## src/rtl/mem_stage_pkg.sv

```systemverilog
// Shared MEM-stage definitions: bus widths, exception indices, load-op bits
// and the EXE->MEM / MEM->WB bundle layouts.
package mem_stage_pkg;

    localparam int NUM_TYPES = 16;
    localparam int PASS_W    = 90;

    localparam int EXE_MEM_BUS_WDTH = PASS_W + NUM_TYPES + 108;
    localparam int MEM_WB_BUS_WDTH  = PASS_W + NUM_TYPES + 102;

    localparam int TYPE_INT    = 0;
    localparam int TYPE_ADEF   = 1;
    localparam int TYPE_TLBR_F = 2;
    localparam int TYPE_PIF    = 3;
    localparam int TYPE_PPI_F  = 4;
    localparam int TYPE_SYS    = 5;
    localparam int TYPE_BRK    = 6;
    localparam int TYPE_INE    = 7;
    localparam int TYPE_IPE    = 8;
    localparam int TYPE_ALE    = 9;
    localparam int TYPE_ADEM   = 10;
    localparam int TYPE_TLBR_M = 11;
    localparam int TYPE_PIL    = 12;
    localparam int TYPE_PIS    = 13;
    localparam int TYPE_PME    = 14;
    localparam int TYPE_PPI_M  = 15;

    localparam int LD_B  = 4;
    localparam int LD_H  = 3;
    localparam int LD_W  = 2;
    localparam int LD_BU = 1;
    localparam int LD_HU = 0;

    typedef struct packed {
        logic [PASS_W-1:0]    pass;
        logic [NUM_TYPES-1:0] exc_type;
        logic                 req_issued;
        logic [4:0]           load_op;
        logic                 gr_we;
        logic [31:0]          pc;
        logic [31:0]          inst;
        logic [31:0]          alu_result;
        logic [4:0]           dest;
    } exe_mem_t;

    typedef struct packed {
        logic [PASS_W-1:0]    pass;
        logic [NUM_TYPES-1:0] exc_type;
        logic                 gr_we;
        logic [31:0]          pc;
        logic [31:0]          inst;
        logic [31:0]          final_result;
        logic [4:0]           dest;
    } mem_wb_t;

endpackage

```

## src/rtl/mem_load_align.sv

```systemverilog
// Load data alignment: picks the addressed byte/halfword out of the
// response word and sign- or zero-extends it.
module mem_load_align
    import mem_stage_pkg::*;
(
    input  logic [31:0] rdata,
    input  logic [1:0]  addr,
    input  logic [4:0]  load_op,
    output logic [31:0] result
);

    logic [7:0]  byte_sel;
    logic [15:0] half_sel;

    always_comb begin
        byte_sel = rdata[7:0];
        unique case (addr)
            2'd0: byte_sel = rdata[7:0];
            2'd1: byte_sel = rdata[15:8];
            2'd2: byte_sel = rdata[23:16];
            2'd3: byte_sel = rdata[31:24];
        endcase
    end

    assign half_sel = addr[1] ? rdata[31:16] : rdata[15:0];

    always_comb begin
        result = rdata;
        unique case (1'b1)
            load_op[LD_B]:  result = {{24{byte_sel[7]}}, byte_sel};
            load_op[LD_BU]: result = {24'd0, byte_sel};
            load_op[LD_H]:  result = {{16{half_sel[15]}}, half_sel};
            load_op[LD_HU]: result = {16'd0, half_sel};
            default:        result = rdata;
        endcase
    end

endmodule

```

## src/rtl/mem_stage.sv

```systemverilog
// MEM pipeline stage: waits for the data-SRAM response, aligns load data,
// forwards to ID and drops responses orphaned by flushes/cancels.
module mem_stage
    import mem_stage_pkg::*;
(
    input  logic                        clk,
    input  logic                        resetn,
    input  logic                        exe_mem_valid,
    input  logic [EXE_MEM_BUS_WDTH-1:0] exe_mem_bus,
    output logic                        mem_allowin,
    input  logic                        wb_allowin,
    output logic                        mem_wb_valid,
    output logic [MEM_WB_BUS_WDTH-1:0]  mem_wb_bus,
    input  logic                        data_sram_data_ok,
    input  logic [31:0]                 data_sram_rdata,
    input  logic                        exe_cancel_outstanding,
    input  logic                        wb_flush,
    output logic [38:0]                 mem_id_bus,
    output logic                        mem_flag
);

    exe_mem_t    mem_r;
    mem_wb_t     wb_out;
    logic        mem_valid;
    logic        ready_go;
    logic        rsp_mine;
    logic        do_leave;
    logic        is_load;
    logic        data_buf_valid;
    logic [31:0] data_buf;
    logic [31:0] load_src;
    logic [31:0] load_data;
    logic [31:0] final_result;
    logic [1:0]  drop_cnt;
    logic [2:0]  drop_sum;
    logic        inc_a;
    logic        inc_b;
    logic        dec;

    assign rsp_mine    = data_sram_data_ok & (drop_cnt == 2'd0);
    assign ready_go    = ~mem_r.req_issued | data_buf_valid | rsp_mine;
    assign mem_allowin = ~mem_valid | (ready_go & wb_allowin);
    assign mem_wb_valid = mem_valid & ready_go & ~wb_flush;
    assign do_leave    = mem_valid & ready_go & wb_allowin;

    always_ff @(posedge clk) begin
        if (!resetn) begin
            mem_valid <= 1'b0;
        end else if (wb_flush) begin
            mem_valid <= 1'b0;
        end else if (mem_allowin) begin
            mem_valid <= exe_mem_valid;
        end
    end

    always_ff @(posedge clk) begin
        if (!resetn) begin
            mem_r <= '0;
        end else if (exe_mem_valid & mem_allowin) begin
            mem_r <= exe_mem_bus;
        end
    end

    // Hold a response that arrived while WB was stalled.
    always_ff @(posedge clk) begin
        if (!resetn) begin
            data_buf_valid <= 1'b0;
            data_buf       <= '0;
        end else if (wb_flush | do_leave) begin
            data_buf_valid <= 1'b0;
        end else if (rsp_mine & mem_valid & mem_r.req_issued & ~wb_allowin) begin
            data_buf_valid <= 1'b1;
            data_buf       <= data_sram_rdata;
        end
    end

    // Count in-flight responses that no longer have an owner.
    assign inc_a = wb_flush & mem_valid & mem_r.req_issued
                 & ~data_buf_valid & ~rsp_mine;
    assign inc_b = exe_cancel_outstanding;
    assign dec   = data_sram_data_ok & (drop_cnt != 2'd0);

    assign drop_sum = {1'b0, drop_cnt} + {2'b0, inc_a}
                    + {2'b0, inc_b} - {2'b0, dec};

    always_ff @(posedge clk) begin
        if (!resetn) begin
            drop_cnt <= 2'd0;
        end else begin
            drop_cnt <= drop_sum[2] ? 2'd3 : drop_sum[1:0];
        end
    end

    assign load_src = data_buf_valid ? data_buf : data_sram_rdata;
    assign is_load  = |mem_r.load_op;

    mem_load_align u_align (
        .rdata   (load_src),
        .addr    (mem_r.alu_result[1:0]),
        .load_op (mem_r.load_op),
        .result  (load_data)
    );

    // A faulting load never issued, so it keeps its address for badvaddr.
    assign final_result = (is_load & mem_r.req_issued) ? load_data
                                                       : mem_r.alu_result;

    always_comb begin
        wb_out              = '0;
        wb_out.pass         = mem_r.pass;
        wb_out.exc_type     = mem_r.exc_type;
        wb_out.gr_we        = mem_r.gr_we;
        wb_out.pc           = mem_r.pc;
        wb_out.inst         = mem_r.inst;
        wb_out.final_result = final_result;
        wb_out.dest         = mem_r.dest;
    end

    assign mem_wb_bus = wb_out;

    assign mem_id_bus = {mem_valid & mem_r.gr_we,
                         mem_r.dest,
                         final_result,
                         mem_valid & is_load & ~ready_go};

    assign mem_flag = mem_valid & (|mem_r.exc_type
                                   | mem_r.pass[0]
                                   | mem_r.pass[PASS_W-1]);

endmodule

```

## config.mk

```make
export PLATFORM = sky130hd
export DESIGN_NAME = mem_stage
export DESIGN_NICKNAME = d
export VERILOG_FILES = /design/src/rtl/mem_stage_pkg.sv /design/src/rtl/mem_load_align.sv /design/src/rtl/mem_stage.sv
export SDC_FILE = /design/constraint.sdc
export NUM_CORES = 1
export LEC_CHECK = 0
export ABC_AREA = 1
export BUFFER_PORTS_ARGS = -buffer_cell sky130_fd_sc_hd__buf_2
export CORE_AREA = 2 2 194 196
export CTS_CLUSTER_DIAMETER = 30
export DETAILED_ROUTE_END_ITERATION = 8
export DIE_AREA = 0 0 196 198
export GPL_TIMING_DRIVEN = 0
export PLACE_DENSITY = 0.65
export SYNTH_ARGS = -nofsm -noshare
export SYNTH_HDL_FRONTEND = slang
export SYNTH_SLANG_ARGS = --single-unit
```

## constraint.sdc

```tcl
create_clock -name clk -period 2.7 [get_ports clk]
set_input_delay 0.27 -clock clk [delete_from_list [all_inputs] [get_ports clk]]
set_output_delay 0.27 -clock clk [all_outputs]
set_load 0.03 [all_outputs]
```

==> impl_metrics.yaml <==
clock_network:
  clock-root-buffer: "clkbuf_16"
  cts_inserted_buffers: 61
  cts_tree: "done"
  h-tree-depth: 2
  clock_latency_ps: 610
  clk_path_buf_depth: 3
  cts.sinks: 250
  path_clk_slew_ps: 50
cells_and_area:
  fin_cells: 3049
  final_util: 0.5549
  fin_area_mm2: 0.02051
  synthToLayoutAreaGrowth_pct: 63.74
  layout-drive-gt1-share: 0.3814
  fin_nets: 2777
timing:
  period_minus_slack_ps: 2612
  maxSlewViolCount: 0
  finalHoldViolCount: 0
  worstMarginPinSlew_ps: 744.7
  period_share: 0.9674
  fmax_ghz: 0.3829
  finalClockSkew_ps: 21.85
  slew_headroom: 0.5035
  final-setup-viol-count: 0
  rsz0062_at_grt: "true"
  finalSetupTns_ps: 0
global_routing:
  grt_pass1_wl_um: 78260
  antenna_found_initial: 1
  grt_overflow: 0
  grt_pass1_vias: 14719
  grt_max_degree: 17
  grt.total_usage: 0.2592
drt:
  wl_per_cell_um: 17.19
  drc: 0
  drtPass1Iterations: 5
  detail-route-antenna-nets: 0
  wirelength_um: 52410
  drtIter0Drc: 589
  vias: 14355
  avgViaCountPerCell: 4.708
synthesis:
  synth_top_area_cell: "dfxtp_1"
  muxShareOfSynthArea: 0
  synth_top_area_share: 0.3996
  yosysSeqAreaShare: 0.3996
  syn_nets: 1972
  synth-compound-area-share: 0.2194
  synthSimpleGateAreaFrac: 0.1130
  avgSynthCellArea_um2: 7.298
  synth_seq_cells: 250
  synth_edf_count: 0
  synth_fa_ha_area_frac: 0.004196
  synth_area_leaders: "dfxtp_1 (40%), buf_4 (13%), a21oi_1 (10%), inv_1 (8.0%), o21ai_0 (7.0%)"
  ys.flop_type: "dfxtp_1"
  synth_top_family_by_area: "buffers and inverters"
  synthXorXnorAreaFrac: 0.0006994
  synth_most_common_cell: "inv_1"
  yosysUniqueCellTypes: 35
  yosysWarnings: 0
  netlist_area_mm2: 0.01252
  synthArstFlopShare: 0
  synthCells: 1716
  yosys-top-cells-count: "inv_1 (266), a21oi_1 (255), dfxtp_1 (250)"
worst_hold_path:
  hold_class: "primary input to flop"
setup_path:
  cp.required_ps: 2430
  crit_top_cell: "nand2_1"
  critPathBufInv: 4
  worstSetupEndpointType: "output pin"
  start_kind: "flop"
  critPathMaxFanout: 10
  crit_type: "flop to output pin"
  cp_slowest_cell: "dfxtp_4"
  max_stage_delay_ps: 400
  cpLargestDelayFamily: "simple AND/OR/NAND/NOR gates"
  crit_chain: "inv_8 -> buf_4 -> nand2_1 -> nand3_2 -> nand2_1 -> nand3_1 -> nand3_1 -> nand2_1 -> nand2_1 -> nand2_1 -> buf_4 -> clkbuf_4"
  cp.arrival_ps: 2340
place:
  port_buffers: 501
  place_congestion: 0.8948
  hpwl_um: 36020
  dpl_cell_area_mm2: 0.01562
  place_inst: 2691
outcome:
  outcome: "completed"
floorplan:
  die_x_um: 196
  io_pins: 503
  start_util: 0.3389
  die_h_um: 198
  die_area_mm2: 0.03881
  rows: 71
  core_area_mm2: 0.03696
run:
  max_cap_viol_count: 0
power_and_ir_drop:
  powerDensity_mw_per_mm2: 744.3
  p_leak_nw: 10.27
  power_w: 0.01526
  ir_drop_uv: 654.7
==> what timing repair did <==
item | CTS | global route
cloned | 0 | 0
pin swaps | 3 | 3
resized for setup | 29 | 68
hold buffers | 239 | 0
endpoints found under the hold margin | 239 | 0
endpoints found under the setup margin | 59 | 46
setup buffers | 2 | 0
==> cell type report <==
cell class	count	area (um^2)
antenna	3	7.507
timing repair buffer	742	4935
clock buffer	72	1648
fill	3212	16450
clock inverter	42	531.8
buffer	316	2313
tap	474	593.1
sequential	250	5014
inverter	275	1047
multi-input combinational	875	4417
==> layout by cell type (no fill, tap or decap), drive strengths merged, types with 4 or more instances in the layout <==
master       count
clkinv          11
dfxtp          250
nand3           49
o21ai          274
bufinv           8
nand4            4
inv            289
a21oi          257
dlygate4sd3    239
buf            779
nand2          205
clkbuf         112
clkinvlp         9
nor3             4
a31oi            6
nor2            64
==> cell families (layout without fill, tap and decap cells) <==
logic type / count (synthesis) / count (layout)
flops: 250 / 250
xor+xnor: 1 / 1
buf+inv: 591 / 1447
compound gates: 543 / 543
other cells: 0 / 3
simple gates: 328 / 328
fa+ha+maj: 3 / 3
==> metrics by stage <==
stage               worst slack (ps)  hold slack, ps
finish                         88.10           32.35
global route                  -12.05           30.89
CTS                            5.724          0.1789
detailed placement             342.4           436.4
global placement               336.5           433.2
floorplan                      533.3           413.1
==> path summary, 6_finish.rpt <==
| check | startpoint | to | slack, ps | cells past startpoint |
|---|---|---|---|---|
| min | exe_mem_bus[9] | mem_r[9] | 30 | 3 |
| min reg2reg | mem_wb_bus[86] | mem_wb_bus[86] | 440 | 2 |
| max reg2reg | drop_cnt[1] | drop_cnt[1] | 530 | 8 |
| max | data_buf_valid | mem_wb_bus[7] | 90 | 12 |
==> per-layer routing <==
layer / track usage / vias up / part of all wire
met2: 0.4858 / 671 / 0.51
met1: 0.2677 / 6637 / 0.37
li1: - / 6896 / -
met4: 0.1400 / 0 / 0.049
met3: 0.05944 / 151 / 0.066
met5: 0 / - / 0
==> state kept, by name, summed over array words and instances, names as in the netlist <==
name,count
data_buf,32
mem_r,38
mem_valid,1
data_buf_valid,1
drop_cnt,2
mem_id_bus,5
mem_wb_bus,171
==> where the power goes <==
group	total [W]	internal (W)	switching, W
registers	0.00415	0.00398	0.000172
clock network	0.00770	0.00517	0.00252
logic	0.00341	0.00138	0.00204
==> worst reg2reg max path, cell delays in order (launching register included) <==
cell     delay, ps
dfxtp_1        340
o21a_1         210
ha_1           270
inv_1           50
fa_1           420
fa_1           400
xnor2_1        150
o21ai_0        160
inv_1           50
No activity file was read; power rests on OpenSTA's default activity.
